$ cat src/rtl/tag_ctrl.sv
// tag_ctrl: lookup/refill/flush controller for a direct-mapped cache tag store.
// Latency: a lookup handshake at edge N gives a one-cycle rsp_valid pulse after edge N+1.
// Backpressure: req_ready/fill_ready drop during LOOKUP, FLUSH and on lower-priority ports. rsp_valid has no backpressure.
//
// Ports:
//   clk, rst           clock (rising edge), asynchronous active-high reset
//   req_*              lookup request (valid/ready, index, tag)
//   rsp_valid/rsp_hit  one-cycle result pulse and hit flag (rsp_hit holds between pulses)
//   fill_*             refill write request (valid/ready, index, tag)
//   flush_*            invalidate-all request (level), sweep busy, end-of-sweep pulse
//   tr_*               tag RAM index/write enable/write data, combinational read data
//   stat_hits/misses   saturating hit/miss counters
//
// Optional build macro TAG_CTRL_STATS_EN: when defined, the hit/miss counters are built.
// When it is undefined, both stat ports are tied to 0.
module tag_ctrl #(
  parameter int INDEX_W = 6,
  parameter int TAG_W   = 20
) (
  input  logic               clk,
  input  logic               rst,
  input  logic               req_valid,
  output logic               req_ready,
  input  logic [INDEX_W-1:0] req_index,
  input  logic [TAG_W-1:0]   req_tag,
  output logic               rsp_valid,
  output logic               rsp_hit,
  input  logic               fill_valid,
  output logic               fill_ready,
  input  logic [INDEX_W-1:0] fill_index,
  input  logic [TAG_W-1:0]   fill_tag,
  input  logic               flush_req,
  output logic               flush_busy,
  output logic               flush_done,
  output logic [INDEX_W-1:0] tr_index,
  output logic               tr_wen,
  output logic [TAG_W-1:0]   tr_wdata,
  input  logic [TAG_W-1:0]   tr_rdata,
  output logic [31:0]        stat_hits,
  output logic [31:0]        stat_misses
);

  localparam int ENTRIES = 1 << INDEX_W;

  typedef enum logic [1:0] {IDLE, LOOKUP, FLUSH} state_t;

  state_t             state_q, state_d;
  logic [ENTRIES-1:0] valid_q, valid_d;
  logic [INDEX_W:0]   cnt_q, cnt_d;
  logic [INDEX_W-1:0] idx_q, idx_d;
  logic [TAG_W-1:0]   tag_q, tag_d;
  logic               rsp_valid_q, rsp_valid_d;
  logic               rsp_hit_q, rsp_hit_d;
  logic               flush_done_q, flush_done_d;
  logic               lookup_hit;

  // During LOOKUP tr_index is idx_q, so tr_rdata is the stored tag of the latched entry.
  // The valid bit gates the hit because the tag RAM itself is never cleared by reset.
  assign lookup_hit = valid_q[idx_q] && (tr_rdata == tag_q);

  always_ff @(posedge clk or posedge rst) begin
    if (rst) begin
      state_q      <= IDLE;
      valid_q      <= '0;
      cnt_q        <= '0;
      idx_q        <= '0;
      tag_q        <= '0;
      rsp_valid_q  <= 1'b0;
      rsp_hit_q    <= 1'b0;
      flush_done_q <= 1'b0;
    end else begin
      state_q      <= state_d;
      valid_q      <= valid_d;
      cnt_q        <= cnt_d;
      idx_q        <= idx_d;
      tag_q        <= tag_d;
      rsp_valid_q  <= rsp_valid_d;
      rsp_hit_q    <= rsp_hit_d;
      flush_done_q <= flush_done_d;
    end
  end

  always_comb begin
    state_d      = state_q;
    valid_d      = valid_q;
    cnt_d        = cnt_q;
    idx_d        = idx_q;
    tag_d        = tag_q;
    rsp_valid_d  = 1'b0;
    rsp_hit_d    = rsp_hit_q;
    flush_done_d = 1'b0;
    req_ready    = 1'b0;
    fill_ready   = 1'b0;
    tr_index     = req_index;
    tr_wen       = 1'b0;
    tr_wdata     = '0;
    case (state_q)
      IDLE: begin
        if (flush_req) begin
          state_d = FLUSH;
          cnt_d   = '0;
        end else if (fill_valid) begin
          fill_ready          = 1'b1;
          tr_wen              = 1'b1;
          tr_index            = fill_index;
          tr_wdata            = fill_tag;
          valid_d[fill_index] = 1'b1;
        end else begin
          req_ready = 1'b1;
          if (req_valid) begin
            idx_d   = req_index;
            tag_d   = req_tag;
            state_d = LOOKUP;
          end
        end
      end
      LOOKUP: begin
        tr_index    = idx_q;
        rsp_valid_d = 1'b1;
        rsp_hit_d   = lookup_hit;
        state_d     = IDLE;
      end
      FLUSH: begin
        tr_index                        = cnt_q[INDEX_W-1:0];
        tr_wen                          = 1'b1;
        valid_d[cnt_q[INDEX_W-1:0]]     = 1'b0;
        cnt_d                           = cnt_q + (INDEX_W+1)'(1);
        // The extra counter bit means the sweep never wraps. The last entry ends it.
        if (cnt_q == (INDEX_W+1)'(ENTRIES-1)) begin
          state_d      = IDLE;
          flush_done_d = 1'b1;
        end
      end
      default: state_d = IDLE;
    endcase
  end

  assign rsp_valid  = rsp_valid_q;
  assign rsp_hit    = rsp_hit_q;
  assign flush_done = flush_done_q;
  // flush_busy is high for each FLUSH cycle, which is exactly ENTRIES cycles.
  // Reset forces the state to IDLE, so flush_busy clears immediately.
  assign flush_busy = (state_q == FLUSH);

`ifdef TAG_CTRL_STATS_EN
  logic [31:0] hits_q, misses_q;

  always_ff @(posedge clk or posedge rst) begin
    if (rst) begin
      hits_q   <= '0;
      misses_q <= '0;
    end else if (state_q == LOOKUP) begin
      if (lookup_hit) begin
        if (hits_q != 32'hFFFF_FFFF) hits_q <= hits_q + 32'd1;
      end else begin
        if (misses_q != 32'hFFFF_FFFF) misses_q <= misses_q + 32'd1;
      end
    end
  end

  assign stat_hits   = hits_q;
  assign stat_misses = misses_q;
`else
  assign stat_hits   = 32'd0;
  assign stat_misses = 32'd0;
`endif

endmodule

$ cat config.mk
export PLATFORM = sky130hd
export DESIGN_NAME = tag_ctrl
export DESIGN_NICKNAME = d
export VERILOG_FILES = /design/src/rtl/tag_ctrl.sv
export SDC_FILE = /design/constraint.sdc
export NUM_CORES = 1
export LEC_CHECK = 0
export CAP_MARGIN = 40
export CELL_PAD_IN_SITES_DETAIL_PLACEMENT = 1
export CELL_PAD_IN_SITES_GLOBAL_PLACEMENT = 1
export CORE_UTILIZATION = 40
export CTS_BUF_LIST = sky130_fd_sc_hd__clkbuf_4
export DETAILED_ROUTE_END_ITERATION = 8
export PLACE_DENSITY = 0.93
export SLEW_MARGIN = 20
export SYNTH_ARGS = -nofsm -noshare
export SYNTH_HDL_FRONTEND = slang
export SYNTH_SLANG_ARGS = --single-unit
$ cat constraint.sdc
create_clock -name clk -period 7.25 [get_ports clk]
set_clock_uncertainty 0.05 [all_clocks]
set_input_delay 1.45 -clock clk [delete_from_list [all_inputs] [get_ports clk]]
set_output_delay 1.45 -clock clk [all_outputs]
set_load 0.05 [all_outputs]
==> flow_results.org, run 1 <==
** Setup path
- STA classifies the critical path startpoint as an input port.
- Crit Path Max Fanout :: 8
- Required time worst endpoint :: between 5 and 6 ns
- Worst Setup Path Type :: input port to primary output
- Data arrives at the worst endpoint at 3.98 ns.
- Critical path endpoint category :: primary output

** Detailed routing
- After detailed routing, the wire length on met1 is ~7200 um.
- Iteration-0 DRC Markers :: 532
- The detailed router used layers up to and including met4.
- Routed length on met3 :: 1390 um
- Vias post-DR :: 4885
- The first TritonRoute pass finished after 5 iterations.
- Dividing the detail-routed wire length by the instance count gives between 20 and 25 um.
- Total detailed-routing wirelength :: around 19000 um
- In the detailed route, the total length drawn on met2 is 9770 um.
- Final antenna-violating net count :: 0
- In the routed design, unresolved DRC markers number 0.
- Using the TritonRoute via totals, the vias-per-cell ratio works out to 5.80.

** Clock network
- Worst-skew pair later-pin latency :: around 0.50 ns
- Clock-pin slew was measured on the worst setup and hold paths at 0.13 ns.
- Post-CTS Repair Setup Buffers :: 0
- The clock net in this run drives a total of approximately 100 sinks.
- Cell at the root of the clock tree :: clkbuf_4
- Buffers from clock root to sink, at most :: 2
- Count of cells resized by post-cts repair :: 0
- CTS tree :: done
- Inserted Clock Buffers :: 9
- For this design, the CTS-stage hold fixing added 0 buffers.
- The H-tree was split into 3 levels.

** Place
- Port buffering added about 110 buffers.
- Final estimated routing congestion in global placement :: roughly 0.86
- Half-perimeter wire length of the detailed placement result :: 14200 um
- Cell count after placement :: 825

** Outcome
- Run status :: finished clean

** STA
- For the pin with the worst max-slew slack, the measured transition is between 0.7 and 0.8 ns.
- Dividing the final minimum period by the clock period gives 75.6%.
- Number of pins exceeding their max-slew limit in the final report :: 0
- The hold violation count in the final report came to 0.
- For the final routed database, the setup TNS stands at 0 ns.
- Based on the critical path, the design can be clocked at up to 0.183 GHz.
- Setup violations remaining at the end of the flow were counted as 0.
- For the finished layout, the period the worst path requires is between 5 and 6 ns.
- Setup repair after global routing left no endpoint under its margin.
- The worst pin sits at a relative slew slack of 50.7%.

** Synth
- Syn_area_per_cell :: roughly 10 um2
- Sorting the synthesized cells by area gives the leading types as dfrtp_1 (45%), o21ai_0 (12%), buf_4 (8.8%), mux4_2 (7.6%), mux2_2 (5.2%).
- Count of warnings emitted by yosys :: 0
- The cell area that synthesis handed to floorplanning was approximately 0.0056 mm2.
- Counting flops and latches in the post-synthesis netlist gives 102.
- Area fraction of the dominant cell type after synthesis :: between 40% and 50%
- Mapped Cells :: about 560
- Number of distinct library cells after synthesis :: 39
- Biggest area consumer among synthesized cells :: dfrtp_1
- Of the synthesized area, sequential elements account for 45.3%.

** Global routing
- The number of antenna violations at the first check in global routing came to 0.
- Global-route wire length before repair :: 29100 um
- Entering global routing, the biggest net connects 69 pins.
- Final global-route overflow total :: 0
- Across every metal layer, demand over resource in global routing totals 27.1%.
- The via count of the first global-routing pass was 5183.

** Power and ir drop
- Pwr/cell area :: 332 mW/mm2
- Of the total power, the share spent switching nets is 42.8%.
- In this run the static leakage power is 2.81 nW.
- Peak ir drop on the vdd network :: 169 uV
- Net switching component of the power :: 0.000970 W
- Per report_power, the combinational group accounts for roughly 43% of the total.
- Proportion of power drawn by the clock network :: 13.2%
- Sequential share of power :: 44.2%
- Cell internal power was estimated by the tool at between 0.001 and 0.0015 W.

** Floorplanning
- Die outline area :: 0.0146 mm2
- Area of the core region :: 0.0138 mm2
- The die is 121 um tall.
- The floorplan has 43 rows.
- Die extent in x :: ~120 um
- For this design the top-level I/O count stands at 174.
- The initial utilization of the core area, before any placement, comes to 40.8%.

** Min path
- The min-delay analysis places its worst path in the category register to register.

** Final layout
- Number of antenna repair diodes :: 0
- Synth-to-Final Area Change :: 21.1%
- Final standard cell count with taps included and fillers excluded :: between 800 and 900
- Of the cells placed in the final design, the portion with a size suffix greater than 1 is between 10% and 20%.
- The layout has 1543 filler cells.
- Net count, final :: 735

** Run
- Max-cap violations in this run came to 0.
power by group through the flow:
stage	sequential (W)	combinational (W)	clock, W
after floorplan	0.000891	0.000729	0
after global placement	0.000979	0.000850	0
after detailed placement	0.00101	0.000944	0
after CTS	0.000993	0.000946	0.000300
after global routing	0.00102	0.00103	0.000320
final	0.00100	0.000962	0.000299
logic make-up (layout without fill, tap and decap cells):
| group | count (synthesis) | in the layout | synth area share [%] |
|---|---|---|---|
| XOR/XNOR | 20 | 20 | 3.11 |
| buffers and inverters | 96 | 138 | 10.9 |
| adder cells (fa/ha/maj) | 1 | 1 | 0.222 |
| AO/OA/AOI/OAI | 166 | 166 | 15.7 |
| flip-flops | 102 | 102 | 45.3 |
| multiplexers | 51 | 51 | 13.9 |
| other | 1 | 64 | 0.0665 |
| AND/OR/NAND/NOR | 120 | 120 | 10.9 |
through the flow:
step	instance area, um2	hold slack [ns]	setup WS (ns)	power [W]	utilization (%)
finish	6820	0.479	1.77	0.00226	49.4
global route	6820	0.508	1.66	0.00237	49.4
CTS	6800	0.482	1.83	0.00224	49.2
detailed placement	6670	0.449	1.86	0.00195	48.2
global placement	6620	0.433	1.96	0.00183	47.9
floorplan	5870	0.416	2.68	0.00162	-
metal layers:
layer / track usage, % / up-vias
li1: - / 2066
met1: 32.5 / 2470
met2: 45.4 / 274
met3: 6.51 / 75
met4: 13.4 / 0
met5: 0 / -
synth_stat cells:
| library cell | instances |
|---|---|
| nor2b_1 | 8 |
| o211ai_1 | 1 |
| o21ai_0 | 136 |
| mux2i_1 | 6 |
| nand4_1 | 6 |
| a21o_1 | 3 |
| nor2_1 | 15 |
| nand3b_1 | 2 |
| o22ai_1 | 1 |
| a22o_1 | 2 |
| or3_1 | 4 |
| inv_1 | 5 |
| o31ai_1 | 3 |
| nand4b_1 | 2 |
| clkbuf_1 | 20 |
| dfrtp_1 | 102 |
| o41ai_1 | 1 |
| nor4_1 | 3 |
| and3_1 | 21 |
| or2_2 | 1 |
| xor2_1 | 4 |
| clkinv_1 | 1 |
| mux4_2 | 19 |
| nor3_1 | 4 |
| conb_1 | 1 |
| buf_4 | 66 |
| mux2_2 | 26 |
| nand3_1 | 12 |
| buf_2 | 4 |
| nand2_1 | 36 |
| xnor2_1 | 16 |
| a31oi_1 | 3 |
| a21oi_1 | 10 |
| a32oi_1 | 1 |
| or3b_2 | 1 |
| nand2b_1 | 5 |
| a2bb2oi_1 | 4 |
| o21bai_1 | 1 |
| ha_1 | 1 |
cell usage in the layout, fill, tap and decap left out, types with 5 or more instances in the layout:
cell             count
nand2b_1             5
nand3_1             12
nand4_1              6
nor2b_1              8
nor2_1              15
dfrtp_1            102
clkinv_1             5
o21ai_0            136
clkdlybuf4s50_1    109
and3_1              21
mux2_2              26
xnor2_1             16
a21oi_1             10
mux2i_1              6
mux4_2              19
nand2_1             36
clkbuf_4            10
conb_1              64
state kept, by name, summed over array words and instances, names as in the netlist:
register / count
rsp_hit: 1
state_q: 2
cnt_q: 7
idx_q: 6
rsp_valid: 1
flush_done: 1
valid_q: 64
tag_q: 20
worst max-delay path, cell delays in order:
cell	delay [ns]
clkdlybuf4s50_1	0.51
nor2b_1	0.42
nor2_1	0.16
nor2_1	0.50
clkdlybuf4s50_1	0.93
worst paths after layout:
| check | start | endpoint | slack, ns | cells after the start |
|---|---|---|---|---|
| worst max-delay path | fill_valid | tr_wen | 1.77 | 5 |
| worst min-delay path | valid_q[19] | valid_q[19] | 0.48 | 2 |
| worst max register to register | state_q[0] | valid_q[55] | 4.40 | 5 |
| worst min register to register | valid_q[19] | valid_q[19] | 0.48 | 2 |
| max in group asynchronous | rst | tag_q[18] | 4.98 | 4 |
| min in group asynchronous | rst | valid_q[11] | 1.24 | 2 |
area by class of cell:
type | instances | area [um2] | area share [%]
Clock inverter | 6 | 52.6 | 0.770
Timing Repair Buffer | 116 | 1190 | 17.4
Sequential cell | 102 | 2550 | 37.4
Clock buffer | 10 | 75.1 | 1.10
Inverter | 6 | 25.0 | 0.367
Tap cell | 180 | 225 | 3.30
Multi-Input combinational cell | 422 | 2710 | 39.7
No activity file was read; power rests on OpenSTA's default activity.
==> inputs of run 2 (changes only) <==
--- a/config.mk
+++ b/config.mk
@@ -8,10 +8,10 @@
 export CAP_MARGIN = 40
 export CELL_PAD_IN_SITES_DETAIL_PLACEMENT = 1
 export CELL_PAD_IN_SITES_GLOBAL_PLACEMENT = 1
-export CORE_UTILIZATION = 40
+export CORE_UTILIZATION = 33
 export CTS_BUF_LIST = sky130_fd_sc_hd__clkbuf_4
 export DETAILED_ROUTE_END_ITERATION = 8
-export PLACE_DENSITY = 0.93
+export PLACE_DENSITY = 0.83
 export SLEW_MARGIN = 20
 export SYNTH_ARGS = -nofsm -noshare
 export SYNTH_HDL_FRONTEND = slang
==> constraint.sdc (replaced) <==
create_clock -name clk -period 4.4 [get_ports clk]
set_clock_uncertainty 0.05 [all_clocks]
set_input_delay 0.88 -clock clk [delete_from_list [all_inputs] [get_ports clk]]
set_output_delay 0.88 -clock clk [all_outputs]
set_load 0.05 [all_outputs]
==> run 2 against run 1 <==
Effect of this change:
- sequential share of layout area decreased by 0.14 points
- global-route usage decreased by 6.4 points
- hold slack improved by 0.011 ns
- critical endpoint is now flush_busy
- critical path type is now register to primary output
- critical path depth decreased by 2
- clock-buffer cell count unchanged
- via count decreased by 2.5%
- non-clock buffer count increased by 3
- combinational power increased by 64%
- highest routed layer unchanged
==> flow_results.org, run 2 (synthesis gave the netlist of run 1 again) <==
** Setup path
- Critical path endpoint category :: primary output
- STA classifies the critical path startpoint as a register.
- In this run the worst path has a maximum fanout of 23.
- Delay of the slowest cell on the worst path :: 0.85 ns
- The signal on the critical path passes through nand2b_1 > clkinv_1 > clkdlybuf4s50_1.
- Crit path max-delay cell type :: dfrtp_1
- The worst setup path is of the register to primary output kind.
- Endpoint arrival time on the critical path :: 2.95 ns
- For flop-to-flop paths, the worst setup slack is 1.69 ns.
- Required time worst endpoint :: 3.47 ns

** Detailed routing
- The first TritonRoute pass finished after 5 iterations.
- Total detailed-routing wirelength :: 18100 um
- After detailed routing, the number of vias per cell comes to between 5 and 6.
- Vias post-DR :: 4764
- The first routing iteration left approximately 360 violations.
- Drc violations :: 0
- Detailed-route wire length per cell :: slightly above 20 um
- Final antenna-violating net count :: 0

** Final layout
- Ranked by flip-flop count, first place goes to valid_q.
- The register with the most flip-flops in the layout has 64 of them.
- Highest-count cells in the layout ignoring fill and taps :: o21ai_0 (136), dfrtp_1 (102), clkdlybuf4s50_1 (86), conb_1 (64), nand2_1 (36)
- Once layout is done, the placed cells without fillers occupy 0.00685 mm2.
- Compared with the post-synthesis result, the final layout area differs by 21.5%.
- Fraction of layout cells with a size suffix above 1 :: about 15%
- Net count, final :: 738
- Leaving out fill and tap cells, the most frequent cell in the layout is o21ai_0.
- The largest registers in the layout are valid_q: 64 flops, tag_q: 20 flops, cnt_q: 7 flops.

** Clock network
- Worst-path clk slew :: 0.17 ns
- The later pin in the worst-skew pair is clocked with a latency of 0.50 ns.
- Clock tree synthesis found a total of 102 sinks.
- TritonCTS created 9 clock buffers.
- In this run the number of H-tree levels came out at 3.
- Buffers from clock root to sink, at most :: 2
- Cell at the root of the clock tree :: clkbuf_4
- Post-CTS Repair Setup Buffers :: 0
- Count of cells resized by post-cts repair :: 0
- CTS tree :: done
- Post-CTS Hold Fix Bufs :: 0

** Global routing
- Top Usage Layer GRT :: met2
- For this run, global-route usage on met2 was measured as 35.8%.
- Met3 layer usage reported by global route :: 4.52%
- GRT Overall Usage :: a little over 20%
- For this run, global-route usage on met1 was measured as 25.6%.
- Global-route wire length before repair :: 27900 um
- Initial antenna violation count :: 0
- Final global-route overflow total :: 0
- The via count of the first global-routing pass was 4948.
- Entering global routing, the biggest net connects 58 pins.

** Place
- Cell area after placement :: 0.00671 mm2
- Final estimated routing congestion in global placement :: 0.831
- Worst setup timing slack at the placement stage :: around 0.56 ns
- Half-perimeter wire length of the detailed placement result :: 13300 um
- Buffers added on ports :: around 110

** STA
- Min Tclk post-route :: 3.88 ns
- RSZ-0062 raised after global routing :: false
- Final hold violation count :: 0
- Slew of the pin with the lowest slew margin :: 0.731 ns
- Adding up every negative setup slack in the final design gives 0 ns.
- In this run the tightest slew margin relative to its limit is 51.3%.
- Post-route fraction of the period consumed by the critical path :: 88.3%
- Setup violations remaining at the end of the flow were counted as 0.
- In the post-route analysis, the smallest setup slack over all paths is around 0.52 ns.
- Number of pins exceeding their max-slew limit in the final report :: 0
- Highest attainable clock frequency :: 0.258 GHz

** Floorplanning
- The die is 133 um tall.
- Boundary pin count :: roughly 170
- Area of the core region :: approximately 0.017 mm2
- The floorplan step defined a die boundary enclosing 0.0176 mm2.
- The floorplan has 47 rows.
- In this run the horizontal extent of the chip is about 130 um.
- Starting density of the core :: 33.9%

** Power and ir drop
- VDD sags by at most 235 uV.
- The analysis attributes to cell leakage a power of 2.87 nW.
- Pwr/cell area :: 539 mW/mm2

** Run
- Max capacitance violation total :: 0

** Min path
- Hold crit path type :: register to register

** Outcome
- Run status :: finished clean
==> run 2: cell type report <==
cell class              instances  area [um2]
inverters                       6        25.0
diodes                          1        2.50
repair buffers                119        1150
flip-flops and latches        102        2550
clock buffers                  10        75.1
multi-input cells             422        2710
well taps                     220         275
clock inverters                 6        65.1
fillers                      1902        9790
==> run 2: routing by layer <==
layer	share of wire, %	up-vias
met5	0	-
met4	2.1	0
met3	6.5	41
met2	52	203
met1	39	2445
li1	-	2075
==> run 2: final timing paths <==
check                                  from           to  depth (start not counted)
worst max-delay path             state_q[0]   flush_busy                          3
worst min-delay path            valid_q[38]  valid_q[38]                          2
worst max register to register   state_q[0]  valid_q[41]                          5
worst min register to register  valid_q[38]  valid_q[38]                          2
max in group asynchronous               rst     tag_q[3]                          3
min in group asynchronous               rst   valid_q[8]                          2
==> run 2: power by group <==
group / leakage, nW / switching, W / internal, W
clock: 0.0713 / 0.000365 / 0.000139
sequential: 1.23 / 0.000295 / 0.00131
combinational: 1.57 / 0.000920 / 0.000662
total: 2.87 / 0.00158 / 0.00211
==> run 2: metrics by stage <==
| step | cells | hold WS (ns) | util [%] | total power (W) |
|---|---|---|---|---|
| 6_report | 886 | 0.490 | 41.2 | 0.00369 |
| 5_1_grt | 885 | 0.521 | 41.1 | 0.00389 |
| 4_1_cts | 885 | 0.488 | 41.1 | 0.00368 |
| 3_5_place_dp | 869 | 0.451 | 40.3 | 0.00318 |
| 3_3_place_gp | 869 | 0.432 | 40.3 | 0.00306 |
| 2_1_floorplan | 620 | 0.416 | - | 0.00267 |
==> run 2: worst max-delay path: cells and delay by family, from the launching register on <==
family | cells | cell delay [ns]
AND/OR/NAND/NOR | 1 | 0.43
buffers and inverters | 2 | 1.19
flip-flops | 1 | 0.85
